--- src/rtl/uart_receiver_if.sv ---
// uart_receiver_if
//   Groups the serial-side and parallel-side signals of the UART receiver.
//   The receiver connects through the slave modport. Whatever drives the line
//   and the baud tick, and consumes the received words, uses the master modport.
//   Signals:
//     i_rx        serial line, idle high
//     i_bd_tick   one-cycle oversampling tick, 16 per bit
//     o_data      last received word
//     o_rx_done   one-cycle strobe when o_data/o_frame_err update
//     o_frame_err stop-bit sample of the last frame was 0
`timescale 1ns/1ps
interface uart_receiver_if #(
  parameter int DATA_BITS = 8
);
  logic                 i_rx;
  logic                 i_bd_tick;
  logic [DATA_BITS-1:0] o_data;
  logic                 o_rx_done;
  logic                 o_frame_err;

  modport master (
    output i_rx,
    output i_bd_tick,
    input  o_data,
    input  o_rx_done,
    input  o_frame_err
  );

  modport slave (
    input  i_rx,
    input  i_bd_tick,
    output o_data,
    output o_rx_done,
    output o_frame_err
  );
endinterface

--- src/rtl/uart_receiver.sv ---
// uart_receiver
//   UART receiver with 16x oversampling. The rx line is double-flop
//   synchronised. A start bit is confirmed at its centre (tick 7). Each data
//   bit is then sampled 16 ticks later, LSB first, and the stop bit is
//   sampled after STP_BITS_TICKS ticks. Each frame produces a one-cycle
//   done strobe together with the received word and a framing-error flag.
//   Ports:
//     i_clk    system clock (rising edge)
//     i_reset  asynchronous active-high reset
//     rx_if    uart_receiver_if.slave: i_rx, i_bd_tick in; o_data,
//              o_rx_done, o_frame_err out
//   Parameters:
//     DATA_BITS       5..8 data bits per frame
//     STP_BITS_TICKS  16 / 24 / 32 ticks of stop bit
`timescale 1ns/1ps
module uart_receiver #(
  parameter int DATA_BITS      = 8,
  parameter int STP_BITS_TICKS = 16
) (
  input  logic            i_clk,
  input  logic            i_reset,
  uart_receiver_if.slave  rx_if
);

  // The tick counter must reach both the 15-tick data period and the stop length.
  localparam int TICK_MAX = (STP_BITS_TICKS - 1 > 15) ? (STP_BITS_TICKS - 1) : 15;
  localparam int TW       = $clog2(TICK_MAX + 1);
  localparam int BW       = (DATA_BITS > 1) ? $clog2(DATA_BITS) : 1;

  localparam logic [TW-1:0] TICK_MID_START = TW'(7);
  localparam logic [TW-1:0] TICK_BIT_END   = TW'(15);
  localparam logic [TW-1:0] TICK_STOP_END  = TW'(STP_BITS_TICKS - 1);
  localparam logic [BW-1:0] LAST_BIT       = BW'(DATA_BITS - 1);

  typedef enum logic [2:0] {
    S_IDLE       = 3'd0,
    S_START      = 3'd1,
    S_DATA       = 3'd2,
    S_STOP       = 3'd3,
    S_BREAK_WAIT = 3'd4
  } state_t;

  state_t               state_reg, state_next;
  logic [TW-1:0]        tick_reg, tick_next;
  logic [BW-1:0]        bit_reg, bit_next;
  logic [DATA_BITS-1:0] shift_reg, shift_next;
  logic [DATA_BITS-1:0] data_reg, data_next;
  logic                 err_reg, err_next;
  logic                 done_reg, done_next;
  logic [1:0]           sync_reg;
  logic                 rx_s;

  // Two-flop synchroniser. It resets to 1 so that the line reads idle out of reset.
  always_ff @(posedge i_clk or posedge i_reset) begin
    if (i_reset) begin
      sync_reg <= 2'b11;
    end else begin
      sync_reg <= {sync_reg[0], rx_if.i_rx};
    end
  end

  assign rx_s = sync_reg[1];

  always_ff @(posedge i_clk or posedge i_reset) begin
    if (i_reset) begin
      state_reg <= S_IDLE;
      tick_reg  <= '0;
      bit_reg   <= '0;
      shift_reg <= '0;
      data_reg  <= '0;
      err_reg   <= 1'b0;
      done_reg  <= 1'b0;
    end else begin
      state_reg <= state_next;
      tick_reg  <= tick_next;
      bit_reg   <= bit_next;
      shift_reg <= shift_next;
      data_reg  <= data_next;
      err_reg   <= err_next;
      done_reg  <= done_next;
    end
  end

  always_comb begin
    state_next = state_reg;
    tick_next  = tick_reg;
    bit_next   = bit_reg;
    shift_next = shift_reg;
    data_next  = data_reg;
    err_next   = err_reg;
    done_next  = 1'b0;

    case (state_reg)
      // The start edge is taken on any cycle, not only on a tick, so that
      // the following ticks are counted from the edge.
      S_IDLE: begin
        if (!rx_s) begin
          state_next = S_START;
          tick_next  = '0;
        end
      end

      S_START: begin
        if (rx_if.i_bd_tick) begin
          if (tick_reg == TICK_MID_START) begin
            if (!rx_s) begin
              state_next = S_DATA;
              tick_next  = '0;
              bit_next   = '0;
            end else begin
              // The line went back high before mid-bit: treat it as a glitch.
              state_next = S_IDLE;
            end
          end else begin
            tick_next = tick_reg + 1'b1;
          end
        end
      end

      S_DATA: begin
        if (rx_if.i_bd_tick) begin
          if (tick_reg == TICK_BIT_END) begin
            tick_next  = '0;
            shift_next = {rx_s, shift_reg[DATA_BITS-1:1]};
            if (bit_reg == LAST_BIT) begin
              state_next = S_STOP;
            end else begin
              bit_next = bit_reg + 1'b1;
            end
          end else begin
            tick_next = tick_reg + 1'b1;
          end
        end
      end

      S_STOP: begin
        if (rx_if.i_bd_tick) begin
          if (tick_reg == TICK_STOP_END) begin
            data_next  = shift_reg;
            err_next   = ~rx_s;
            done_next  = 1'b1;
            // A low stop bit means the line may be held in break. Wait for it
            // to return high so that the break does not produce repeated frames.
            state_next = rx_s ? S_IDLE : S_BREAK_WAIT;
          end else begin
            tick_next = tick_reg + 1'b1;
          end
        end
      end

      S_BREAK_WAIT: begin
        if (rx_s) begin
          state_next = S_IDLE;
        end
      end

      default: begin
        state_next = S_IDLE;
      end
    endcase
  end

  assign rx_if.o_data      = data_reg;
  assign rx_if.o_rx_done   = done_reg;
  assign rx_if.o_frame_err = err_reg;

endmodule
--- src/flat_wrapper.sv ---
// flat-port wrapper written by rule: the top's interface ports become plain ports
module uart_receiver_flat 
#(
  parameter int DATA_BITS      = 8,
  parameter int STP_BITS_TICKS = 16
)
  (i_clk, i_reset, rx_if_i_rx, rx_if_i_bd_tick, rx_if_o_data, rx_if_o_rx_done, rx_if_o_frame_err);
  uart_receiver_if #(.DATA_BITS(DATA_BITS)) rx_if_i ();
  input  logic i_clk;
  input  logic i_reset;
  input wire logic [$bits(rx_if_i.i_rx)-1:0] rx_if_i_rx;
  input wire logic [$bits(rx_if_i.i_bd_tick)-1:0] rx_if_i_bd_tick;
  output wire logic [$bits(rx_if_i.o_data)-1:0] rx_if_o_data;
  output wire logic [$bits(rx_if_i.o_rx_done)-1:0] rx_if_o_rx_done;
  output wire logic [$bits(rx_if_i.o_frame_err)-1:0] rx_if_o_frame_err;
  assign rx_if_i.i_rx = rx_if_i_rx;
  assign rx_if_i.i_bd_tick = rx_if_i_bd_tick;
  assign rx_if_o_data = rx_if_i.o_data;
  assign rx_if_o_rx_done = rx_if_i.o_rx_done;
  assign rx_if_o_frame_err = rx_if_i.o_frame_err;
  uart_receiver #(.DATA_BITS(DATA_BITS), .STP_BITS_TICKS(STP_BITS_TICKS)) u_core (.i_clk(i_clk), .i_reset(i_reset), .rx_if(rx_if_i));
endmodule
--- config.mk ---
export PLATFORM = sky130hd
export DESIGN_NAME = uart_receiver_flat
export DESIGN_NICKNAME = d
export VERILOG_FILES = /design/src/rtl/uart_receiver_if.sv /design/src/rtl/uart_receiver.sv /design/src/flat_wrapper.sv
export SDC_FILE = /design/constraint.sdc
export NUM_CORES = 1
export LEC_CHECK = 0
export CAP_MARGIN = 30
export CORE_UTILIZATION = 30
export CTS_CLUSTER_SIZE = 8
export DETAILED_ROUTE_END_ITERATION = 12
export GPL_ROUTABILITY_DRIVEN = 0
export GPL_TIMING_DRIVEN = 0
export SYNTH_ARGS = -nofsm -noshare
export SYNTH_HDL_FRONTEND = slang
export SYNTH_SLANG_ARGS = --single-unit
--- constraint.sdc ---
create_clock -name i_clk -period 4.4 [get_ports i_clk]
set_clock_uncertainty 0.2 [all_clocks]
set_input_delay 0.66 -clock i_clk [delete_from_list [all_inputs] [get_ports i_clk]]
set_output_delay 0.66 -clock i_clk [all_outputs]
set_load 0.1 [all_outputs]
# == Yosys cells after proc, flatten, opt, wreduce, memory -nomap -nowiden ==
# Index checks and enable logic that the tools add are counted.
# classes
n_addsub,2
n_eq_ne,19
mux,30
bitwise,1
n_reduce_logical,8
# op_table
op,n
$mux W3,16
$mux W4,7
$pmux W4 S4,1
$pmux W3 S5,1
$ne A2 B2 Y1 const B,7
$ne A2 B1 Y1 const B,5
$reduce_and A9 Y1,1
$reduce_and A7 Y1,1
$eq A3 B2 Y1 const B,2
$eq A3 B3 Y1 const B,2
$pmux W3 S2,1
$reduce_and A3 Y1,2
$reduce_and A5 Y1,1
$add A4 B1 Y4 const B,1
$eq A4 B3 Y1 const B,1
$eq A4 B4 Y1 const B,1
$reduce_bool A4 Y1,1
$add A3 B1 Y3 const B,1
$eq A3 B1 Y1 const B,1
$logic_not A3 Y1,1
$mux W1,3
$mux W2,1
$reduce_bool A2 Y1,1
$not A1 Y1,1
# totals
ff_bits,30
out_inout_bits,10

# == Logic depth before layout (Yosys ltp) ==
# depth
depth_word,5
depth_mapped,6

# == Least setup slack after synthesis ==
# Ideal clock, no wire load.
# synth_path
path_type,reg-to-reg
startpoint,register u_core.bit_reg[0]
endpoint,register u_core.bit_reg[0]
setup_ps,125
t_arrival_ps,1652
required_ps,4075
setup_slack_ps,2423
path_stages_with_launch,6
path_cell_list,dfrtp_1 > ha_1 > ha_1 > a2bb2oi_1 > nor4_2 > mux2_2
# synth_between
elab_chain_len,5
elab_cells_between_ends,8
classes_between,add/sub (1); eq/ne (2); mux (4); reduce/logical (1)
# synth_lines
element,line,rtl
from (decl),uart_receiver.sv:45,"logic [BW-1:0] bit_reg, bit_next;"
from (signal assigned),uart_receiver.sv:76,bit_reg <= bit_next;
$add A3 B1 Y3,uart_receiver.sv:128,bit_next = bit_reg + 1'b1;
$mux W3,uart_receiver.sv:125,if (bit_reg == LAST_BIT) begin
$mux W3,uart_receiver.sv:122,if (tick_reg == TICK_BIT_END) begin
$mux W3,uart_receiver.sv:121,if (rx_if.i_bd_tick) begin
$pmux W3 S2,uart_receiver.sv:93,case (state_reg)
# Several ways; a longest one is shown, not always the timed one. The select of a mux whose other input is x is not followed.
# A chain may end at the register's enable or synchronous reset.

# == Worst setup path in the final report ==
# layout_path
startpoint,"register u_core.data_reg[7], in the netlist u_core.rx_if.o_data[7]"
endpoint,output rx_if_o_data[7]
# layout_rtl
element,line,rtl
from (decl),uart_receiver.sv:47,"logic [DATA_BITS-1:0] data_reg, data_next;"
from (signal assigned),uart_receiver.sv:78,data_reg <= data_next;
to (decl),flat_wrapper.sv:13,output wire logic [$bits(rx_if_i.o_data)-1:0] rx_if_o_data;
# No word-level cell between the ends.

==> impl_metrics.json <==
{
  "outcome": "finished clean",
  "grt_start_max_net_pins": 23,
  "cts.sinks": 30,
  "cts-root-buf": "clkbuf_8",
  "syn_to_final_growth_pct": 22.2,
  "period_share_pct": 60.0,
  "initial_utilization_pct": 31.4,
  "crit_type": "register to output port",
  "rows": 24,
  "clk_pin_slew_worst_paths_ns": 0.06,
  "fmax_ghz": 0.379,
  "critPathCaptureType": "output port",
  "final_area_mm2": 0.00168,
  "vias": 948,
  "gr-usage-all-layers_pct": 11.8,
  "ys_warn_count": 0,
  "io_pins": 14,
  "seq_area_um2": 753,
  "hp-class": "register to register",
  "slew_headroom_pct": 34.6,
  "cts.repair.resized": 0,
  "place_ws_ns": 1.82,
  "final-setup-viol-count": 0,
  "wl_um": 2530,
  "ys_async_sr_fraction_pct": 100,
  "synth_common_cells": "28 x dfrtp_1, 17 x mux2_2, 8 x nor2_1",
  "cp.buffers_inverters": 1,
  "avgSynthCellArea_um2": 12.1,
  "crit_arrival_ns": 1.78,
  "drc_errors": 0,
  "synth_top_cells_by_area": "dfrtp_1 51%, mux2_2 14%, dfstp_2 3.8%",
  "antenna_found_initial": 0,
  "drive_gt1_share_pct": 27.2,
  "synth_top_cell_by_area": "dfrtp_1",
  "crit_required_ns": 3.54,
  "holdWs_ns": 0.155,
  "final-hold-violation-count": 0,
  "worst_slew_pin_slew_ns": 0.978,
  "critPathTopFamily": "buffers and inverters",
  "die_area_mm2": 0.00486,
  "p_leak_nw": 0.790,
  "grt_pass1_vias": 1021,
  "ys_ff_latch": 30,
  "r2r_slack_ns": 2.24,
  "dpl_cell_area_mm2": 0.00160,
  "drv_cap": 0,
  "yosys_most_used_dff": "dfrtp_1",
  "coreArea_mm2": 0.00438,
  "cts_tree": "yes",
  "first_pass_iters": 4,
  "final_antenna_net_count": 0,
  "cts_max_level": 2,
  "rsz0062_at_grt": "false",
  "multi_input_area_um2": 567,
  "yosysSeqAreaShare_pct": 54.7,
  "synth_nets": 121,
  "num_antenna_cells": 0,
  "portBuffers": 13,
  "synthCells": 114,
  "ir_worst_vdd_mv": 0.214,
  "slowest_stage": "clkdlybuf4s50_1",
  "fin_ws_ns": 1.76,
  "die_y_um": 69.7,
  "path_cells": "clkdlybuf4s50_1",
  "maxSlewViolCount": 0,
  "startpoint_type": "register",
  "viasPerCell": 5.04,
  "wire_per_inst_um": 13.5,
  "hold_buffers": 0,
  "grt-ovfl-total": 0,
  "yosysUniqueCellTypes": 36,
  "fin_setup_tns_ns": 0,
  "grt_pass1_wl_um": 4540,
  "synthesis.area_mm2": 0.00138,
  "fillCellCount": 429,
  "clock_path_buffers": 2,
  "drtIter0Drc": 16,
  "synth_top_area_share_pct": 50.9,
  "cts_setup_buffers": 0,
  "insertion_delay_ns": 0.28,
  "power_density_mw_per_mm2": 481,
  "yosysMostFrequentCell": "dfrtp_1",
  "nets": 142,
  "synth_edf_count": 0,
  "cp_max_fo": 2,
  "hpwlAfterDp_um": 1820,
  "die_x_um": 69.7,
  "period_needed_ns": 2.64,
  "max_stage_delay_ns": 1.14,
  "numCtsBuffers": 5
}
[area by class of cell]
cell class              instances  share of cell area (%)
multi-input cells              73                    33.7
flip-flops and latches         30                    44.8
clock buffers                   6                    4.32
clock inverters                 2                   0.595
repair buffers                 14                    9.38
plain buffers                   5                    2.01
inverters                       6                    1.34
well taps                      52                    3.87
[kinds of logic after synthesis]
kind of cell / share of synthesized area [%]
xor+xnor: 1.27
simple gates: 13.1
mux: 15.4
buf+inv: 4.09
flops: 54.7
compound gates: 8.73
fa+ha+maj: 2.73
[routing by layer]
metal	share of wire [%]	GRT usage (%)	wire, µm	vias up
li1	-	-	-	455
met2	49	19.8	1250	23
met4	1.4	4.22	35	0
met1	45	14.0	1150	466
met5	0	0	0	-
met3	3.9	4.22	98	4
[layout by cell type (no fill, tap or decap), drive strengths merged]
cell / Yosys / final
a32o: 1 / 1
buf: 5 / 6
a22oi: 1 / 1
xnor2: 2 / 2
nand2b: 2 / 2
nand4b: 1 / 1
o31ai: 1 / 1
a311oi: 1 / 1
or3: 1 / 1
nand4: 2 / 2
nor4: 2 / 2
ha: 3 / 3
and3: 2 / 2
mux2i: 2 / 2
clkbuf: 0 / 6
dfrtp: 28 / 28
o22ai: 2 / 2
and2: 1 / 1
a2bb2oi: 1 / 1
nand2: 5 / 5
nor3: 1 / 1
nor2b: 1 / 1
a21oi: 6 / 6
nor2: 9 / 9
inv: 6 / 6
nor4bb: 1 / 1
a221oi: 1 / 1
clkdlybuf4s50: 0 / 13
mux2: 17 / 17
o21ai: 2 / 2
nand3: 4 / 4
o311a: 1 / 1
clkinv: 0 / 2
dfstp: 2 / 2
[path summary, 6_finish.rpt]
check,cells after the start,to,start
worst max-delay path,1,rx_if_o_data[7],u_core.rx_if.o_data[7]$_DFFE_PP0P_
max in group asynchronous,3,u_core.bit_reg[2]$_DFFE_PP0P_,i_reset
worst max register to register,6,u_core.bit_reg[0]$_DFFE_PP0P_,u_core.tick_reg[0]$_DFFE_PP0P_
min in group asynchronous,2,u_core.tick_reg[2]$_DFFE_PP0P_,i_reset
worst min-delay path,0,u_core.sync_reg[1]$_DFF_PP1_,u_core.sync_reg[0]$_DFF_PP1_
worst min register to register,0,u_core.sync_reg[1]$_DFF_PP1_,u_core.sync_reg[0]$_DFF_PP1_
[through the flow]
step	power, W	cells	utilization [%]
3_5_place_dp	0.000604	180	36.5
6_report	0.000809	188	38.4
5_1_grt	0.000870	188	38.4
2_1_floorplan	0.000551	114	-
3_3_place_gp	0.000589	179	35.8
4_1_cts	0.000817	188	38.4
[power breakdown]
part	switching, W	internal, W	leakage [nW]
clock	0.000100	0.000109	0.0450
combinational	0.000144	0.000111	0.347
sequential	0.0000299	0.000316	0.399
total	0.000274	0.000536	0.790
(Power assumes the default switching activity.)
